**config.mk**
```make
export PLATFORM = sky130hd
export DESIGN_NAME = cpu_sequencer
export DESIGN_NICKNAME = d
export VERILOG_FILES = /design/src/rtl/cpu_sequencer.sv
export SDC_FILE = /design/constraint.sdc
export NUM_CORES = 1
export LEC_CHECK = 0
export CAP_MARGIN = 25
export CELL_PAD_IN_SITES_DETAIL_PLACEMENT = 0
export CELL_PAD_IN_SITES_GLOBAL_PLACEMENT = 1
export CORE_ASPECT_RATIO = 1.2
export CORE_UTILIZATION = 32
export DETAILED_ROUTE_END_ITERATION = 10
export GPL_TIMING_DRIVEN = 0
export PLACE_DENSITY = 0.8
export SETUP_SLACK_MARGIN = 0.3
export SYNTH_ARGS = -nofsm -noshare
export SYNTH_HDL_FRONTEND = slang
export SYNTH_SLANG_ARGS = --single-unit
```
**constraint.sdc**
```tcl
create_clock -name clk -period 2.1 [get_ports clk]
set_input_delay 0.42 -clock clk [delete_from_list [all_inputs] [get_ports clk]]
set_output_delay 0.42 -clock clk [all_outputs]
set_load 0.02 [all_outputs]
```
**src/rtl/cpu_sequencer.sv**
```systemverilog
// Fetch/decode/execute/writeback sequencer for an 8-bit instruction stream.
// Define CPU_SEQ_TRAP_EN to trap reserved opcodes (110/111) into HALT; otherwise they run as NOPs.
module cpu_sequencer #(
    parameter int PC_W  = 8,
    parameter int CNT_W = 16
) (
    input  logic             clk,
    input  logic             rst,
    input  logic             start,
    input  logic             stop,
    output logic             imem_req,
    output logic [PC_W-1:0]  imem_addr,
    input  logic             imem_ack,
    input  logic [7:0]       imem_data,
    output logic [2:0]       alu_op,
    output logic [2:0]       rd_sel,
    output logic [2:0]       rs_sel,
    output logic             reg_we,
    output logic             busy,
    output logic             halted,
    output logic             illegal,
    output logic [PC_W-1:0]  pc,
    output logic [CNT_W-1:0] retired
);

    typedef enum logic [2:0] {
        IDLE   = 3'd0,
        FETCH  = 3'd1,
        DECODE = 3'd2,
        EXEC   = 3'd3,
        WB     = 3'd4,
        HALT   = 3'd5
    } state_t;

    state_t           state_q, state_d;
    logic [PC_W-1:0]  pc_q, pc_d;
    logic [CNT_W-1:0] retired_q, retired_d;
    logic [7:0]       ir_q, ir_d;
    logic             reserved;

    assign reserved = (ir_q[7:6] == 2'b11);

`ifdef CPU_SEQ_TRAP_EN
    logic illegal_q, illegal_d;
    assign illegal = illegal_q;
`else
    assign illegal = 1'b0;
`endif

    always_ff @(posedge clk) begin
        if (rst) begin
            state_q   <= IDLE;
            pc_q      <= '0;
            retired_q <= '0;
            ir_q      <= '0;
`ifdef CPU_SEQ_TRAP_EN
            illegal_q <= 1'b0;
`endif
        end else begin
            state_q   <= state_d;
            pc_q      <= pc_d;
            retired_q <= retired_d;
            ir_q      <= ir_d;
`ifdef CPU_SEQ_TRAP_EN
            illegal_q <= illegal_d;
`endif
        end
    end

    always_comb begin
        state_d   = state_q;
        pc_d      = pc_q;
        retired_d = retired_q;
        ir_d      = ir_q;
`ifdef CPU_SEQ_TRAP_EN
        illegal_d = illegal_q;
`endif
        case (state_q)
            IDLE: begin
                if (start) state_d = FETCH;
            end
            FETCH: begin
                if (imem_ack) begin
                    ir_d    = imem_data;
                    state_d = DECODE;
                end
            end
            DECODE: begin
`ifdef CPU_SEQ_TRAP_EN
                if (reserved) begin
                    state_d   = HALT;
                    illegal_d = 1'b1;
                end else begin
                    state_d = EXEC;
                end
`else
                state_d = EXEC;
`endif
            end
            EXEC: state_d = WB;
            WB: begin
                pc_d      = pc_q + 1'b1;
                retired_d = retired_q + 1'b1;
                state_d   = stop ? IDLE : FETCH;
            end
            HALT:    state_d = HALT;
            default: state_d = IDLE;
        endcase
    end

    // Decode fields come straight from ir, which only changes on leaving FETCH,
    // so they hold their value everywhere else without extra registers.
    assign alu_op    = ir_q[7:5];
    assign rd_sel    = {1'b0, ir_q[4:3]};
    assign rs_sel    = ir_q[2:0];
    assign imem_req  = (state_q == FETCH);
    assign imem_addr = pc_q;
    // A reset landing in WB discards the write along with the pc/retired update.
    assign reg_we    = (state_q == WB) && !reserved && !rst;
    assign busy      = (state_q != IDLE) && (state_q != HALT);
    assign halted    = (state_q == HALT);
    assign pc        = pc_q;
    assign retired   = retired_q;

endmodule

```
## Word-level counts from Yosys, hierarchy flattened

Cells that the tools add are included.

| word-level totals | value |
|---|---|
| flip-flop bits (word level) | 35 |
| RAM bits | 0 |
| input port bits | 13 |
| memories kept | 0 |
| bits in latches | 0 |
| word-level logic and storage cells | 28 |
| ROM bits | 0 |

| cells by class | value |
|---|---|
| div/mod/pow operators | 0 |
| bitwise logic cells | 0 |
| equal/unequal tests | 9 |
| multipliers | 0 |
| add/subtract/negate cells | 2 |
| multiplexer cells | 4 |
| reduce and logical (&&, ||, !) cells | 9 |
| shifts and indexed selects | 0 |
| order comparisons | 0 |

Operators by type and width:

| kind | number |
|---|---|
| 3-bit one-hot mux with 6 select lines | 1 |
| 16-bit by 1-bit adder with 16-bit output (second input constant) | 1 |
| 8-bit by 1-bit adder with 8-bit output (second input constant) | 1 |
| 3-bit by 2-bit equality test with 1-bit output (second input constant) | 2 |
| 3-bit equality test (second input constant) | 2 |
| 3-bit two-way mux | 2 |
| 2-bit AND reduction | 2 |
| 3-bit by 1-bit equality test with 1-bit output (second input constant) | 1 |
| 1-bit logical AND | 3 |
| 3-bit zero test | 1 |
| 3-bit != test (second input constant) | 1 |
| 3-bit nonzero test | 1 |
| 2-bit equality test (second input constant) | 1 |
| 1-bit zero test | 2 |
| 2-bit by 1-bit != test with 1-bit output (second input constant) | 1 |
| 2-bit != test (second input constant) | 1 |
| 1-bit two-way mux | 1 |

## Longest topological paths before layout

| logic depth | value |
|---|---|
| depth in word-level cells | 4 |
| mapped depth | 6 |
| depth with buffers taken out | 4 |

## Worst setup path after synthesis

Ideal clock, no wire load.

| path | value |
|---|---|
| path type | register to output |
| start | register state_q[2] |
| end | output reg_we |
| setup slack | 146 ps |
| cell stages (with the launch flop) | 4 |
| arrival | 1534 ps |
| data required time | 1680 ps |
| path buffers | 1 |
| cell sequence | dfxtp_1 > buf_2 > or3b_2 > a211oi_1 |

| between the ends | value |
|---|---|
| cells in the longest elaborated chain, start to end | 3 |

Ends and longest elaborated chain:

| item | RTL line | source |
|---|---|---|
| start: declaration | 35 | `state_t state_q, state_d;` |
| start signal: assignment | 60 | `state_q <= state_d;` |
| 3-bit equality test | 119 | `assign reg_we = (state_q == WB) && !reserved && !rst;` |
| 1-bit logical AND (2 in series) | 119 |  |
| end: declaration | 18 | `output logic reg_we,` |

Every way passes these cells.

## Final worst setup path

| path | value |
|---|---|
| start | register state_q[1] |
| end | output reg_we |

Same word-level chain as after synthesis.

==> metrics.md <==
| Metric | Value |
|---|---|
| Worst-skew pair later-pin latency | 0.28 ns |
| Setup repair after global routing missed its margin | true |
| Finished Core Util | around half |
| Yosys warning total | 0 |
| Nature of the critical path endpoint | output port |
| Die outline area | roughly 5300 µm² |
| Site row count | 27 |
| Pin slew with the least headroom to its limit | just over 0.5 ns |
| Total global-route track usage | around 14% |
| Register bit total from synthesis | 35 |
| Top Ports | slightly below 60 |
| Die X-Extent | 66.8 µm |
| Root cell of the clock tree | sky130_fd_sc_hd__clkbuf_8 |
| Worst slew slack as a fraction of its limit | 65.5% |
| Crit Reg-Reg Startpoint | retired[3]$_SDFFE_PP0N_ |
| Worst Path Required | 1.68 ns |
| Worst hold path type | flop to flop |
| Hold path startpoint | retired[15]$_SDFFE_PP0N_ |
| Clock tree from TritonCTS | yes |
| Origin of the worst setup path | state_q[1]$_SDFFE_PP0P_ |
| Critical path class | flop to output port |
| Maximum number of pins on one net before global-route repair | 11 |
| Routed Wire Length | ~3.6 mm |
| Worst Clk Skew | 0.00251 ns |
| Worst IR Drop VDD | 0.270 mV |
| Type of origin of the critical path | flop |
| Number of DRC violations after detailed routing | 0 |
| Worst path arrival time | between 1 and 1.5 ns |
| Total CTS buffers | 5 |
| Worst-case hold path end point | retired[15]$_SDFFE_PP0N_ |
| Upper clock frequency limit | between 0.5 and 0.6 GHz |
| Initial core utilization | approximately 34% |
| # setup viols final | 0 |
| Count of routing violations after the opening detailed-route iteration | 63 |
| Number of violations of the max-capacitance limit | 0 |
| Leakage | between 0.001 and 0.0015 µW |
| Average cell area after synthesis | 8.90 µm² |
| EDFF count, synth | 0 |
| Post-synth cell types | 34 |
| Detailed-route vias per instance | about 4.6 |
| Area added between synthesis and finish | 47.1% |
| Area after detailed placement | 2250 µm² |
| Estimated wirelength of the detail-placed design | 2.60 mm |
| Length of the first detailed-routing pass in iterations | 4 |
| Sequential cell area fraction in the yosys report | between 40% and 50% |
| Cell count after synthesis | approximately 180 |
| Async S/R FF share, synth | 0% |
| Logic depth of the worst register-to-register path | 4 |
| Vias after detailed routing | approximately 1400 |
| # clock sinks | 35 |
| Clk pin slew, worst setup/hold paths | around 0.07 ns |
| Wire length per cell after detailed routing | about 12 µm |
| Max-slew violation count | 0 |
| Post-synthesis instance area | about 1600 µm² |
| Number of hold-repair buffers added at the cts stage | 0 |
| Reg2Reg Setup Slack | around 0.43 ns |
| Final hold violation count | 0 |
| Buffers on Ports | between 50 and 60 |
| Tcrit/Tclk final | approximately 90% |
| Wire length of the first global-routing pass | between 5 and 6 mm |
| Detail Route Antenna Nets | 0 |
| Post-layout minimum cycle time | around 1.9 ns |
| Depth of the worst hold-timing path | 2 |
| Maximum fanout encountered on the critical timing path | 10 |
| Layout cells sized above 1 | between 10 and 15% |
| Diodes inserted | 0 |
| Antenna violations before repair | 0 |
| Ys flop type | sky130_fd_sc_hd__dfxtp_1 |
| Result of the run | finished clean |
| Endpoint of the most critical register-to-register path | retired[15]$_SDFFE_PP0N_ |
| H-tree depth | 2 |
| Max Buffers Root-to-Sink | 2 |
| Overall overflow remaining after global route | 0 |
| Final net count | approximately 260 |
| Pwr per Cell Area | 560 nW/µm² |
| Height of the die | roughly 80 µm |
| Placeable core region | about 4700 µm² |
| Routability Congestion | approximately 0.75 |
| Via count of the first global-routing pass | between 1000 and 1500 |
| Design Area, Final | approximately 2400 µm² |
## where the power goes
group	switching [µW]	internal, µW
clock	232	257
sequential	8.30	676
combinational	74.8	78.6
total	315	1010
## per-layer routing
layer,share of wire (%),GRT usage [%],up-vias
li1,-,-,733
met1,45,16.6,635
met2,48,24.6,30
met3,4.4,4.00,6
met4,1.7,5.74,0
met5,0,0,-
## synthesized netlist by cell type (2+ instances only)
library cell                n  area, µm²
sky130_fd_sc_hd__xnor2_1    7       61.3
sky130_fd_sc_hd__nor2b_1    2       12.5
sky130_fd_sc_hd__or4_1      2       15.0
sky130_fd_sc_hd__mux2i_1    9       90.1
sky130_fd_sc_hd__a21oi_1    8       40.0
sky130_fd_sc_hd__ha_1       2       25.0
sky130_fd_sc_hd__nand3_1    5       25.0
sky130_fd_sc_hd__or3_1      3       18.8
sky130_fd_sc_hd__o21ai_0    3       15.0
sky130_fd_sc_hd__nor3_1     5       25.0
sky130_fd_sc_hd__clkbuf_1   5       18.8
sky130_fd_sc_hd__nand4_1    7       43.8
sky130_fd_sc_hd__nor2_1    26       97.6
sky130_fd_sc_hd__nor3b_1    3       22.5
sky130_fd_sc_hd__and3_1     5       31.3
sky130_fd_sc_hd__buf_2      5       25.0
sky130_fd_sc_hd__nand2_1   12       45.0
sky130_fd_sc_hd__xor2_1    12        105
sky130_fd_sc_hd__o31ai_1    2       15.0
sky130_fd_sc_hd__buf_4     10       75.1
sky130_fd_sc_hd__dfxtp_1   35        701
## worst max-delay path: stages, from the launching register on
cell,delay (ns)
sky130_fd_sc_hd__dfxtp_2,0.33
sky130_fd_sc_hd__buf_6,0.13
sky130_fd_sc_hd__or3b_4,0.41
sky130_fd_sc_hd__a211oi_2,0.15
sky130_fd_sc_hd__buf_4,0.17
## cell families after synthesis
| kind of cell | after synthesis | share of synthesized area, % |
|---|---|---|
| simple gates | 79 | 25.8 |
| fa+ha+maj | 2 | 1.55 |
| buf+inv | 21 | 7.61 |
| mux | 9 | 5.59 |
| xor+xnor | 19 | 10.3 |
| compound gates | 15 | 5.36 |
| other cells | 1 | 0.233 |
| flops | 35 | 43.5 |
## repair_timing
| action | 4_1_cts | 5_1_grt |
|---|---|---|
| endpoints found under the setup margin | 14 | 10 |
| setup buffers | 0 | 2 |
| resized for setup | 23 | 20 |
| pin swaps | 0 | 1 |
## stage by stage
stage / TNS, ns / cells / power, µW / setup slack (ns) / hold slack [ns]
floorplan: 0 / 182 / 787 / 0.312 / 0.551
global placement: -0.237 / 295 / 851 / -0.237 / 0.469
CTS: 0 / 302 / 1340 / 0.110 / 0.480
detailed placement: -0.250 / 295 / 853 / -0.250 / 0.471
finish: 0 / 304 / 1330 / 0.207 / 0.481
global route: 0 / 304 / 1380 / 0.162 / 0.515
## layout by cell type (no fill, tap or decap), types with 3 or more instances in the layout
master	synthesis	routed
sky130_fd_sc_hd__or3_1	3	3
sky130_fd_sc_hd__xor2_1	12	12
sky130_fd_sc_hd__nor2_1	26	26
sky130_fd_sc_hd__clkbuf_8	0	6
sky130_fd_sc_hd__nand2_1	12	12
sky130_fd_sc_hd__and3_1	5	5
sky130_fd_sc_hd__xnor2_1	7	7
sky130_fd_sc_hd__a21oi_1	8	8
sky130_fd_sc_hd__clkbuf_1	5	4
sky130_fd_sc_hd__nand4_1	7	7
sky130_fd_sc_hd__nand3_1	5	5
sky130_fd_sc_hd__dlygate4sd2_1	0	9
sky130_fd_sc_hd__mux2i_1	9	9
sky130_fd_sc_hd__dlymetal6s2s_1	0	5
sky130_fd_sc_hd__buf_6	0	3
sky130_fd_sc_hd__clkdlybuf4s50_1	0	37
sky130_fd_sc_hd__nor3_1	5	5
sky130_fd_sc_hd__o21ai_0	3	3
sky130_fd_sc_hd__buf_2	5	3
sky130_fd_sc_hd__buf_4	10	13
sky130_fd_sc_hd__dfxtp_1	35	32
## area by class of cell
class                   instances  area [µm²]
plain buffers                  20         139
clock buffers                   6        82.6
clock inverters                 1        5.00
fillers                       460        2330
inverters                       1        3.75
multi-input cells             126         805
flip-flops and latches         35         707
well taps                      58        72.6
repair buffers                 57         554
## sequential cells by signal, summed over array words and instances (netlist names)
register and cells:
state_q 3, retired 16, ir_q 8, imem_addr 8
## worst max path at each step
stage / slack [ns] / endpoint / depth (start not counted)
after CTS: 0.11 / reg_we / 4
after global routing: 0.16 / reg_we / 4
after detailed placement: -0.25 / reg_we / 4
after global placement: -0.24 / reg_we / 4
final: 0.21 / reg_we / 4
after floorplan: 0.31 / reg_we / 3
No activity file was read; power rests on OpenSTA's default activity.
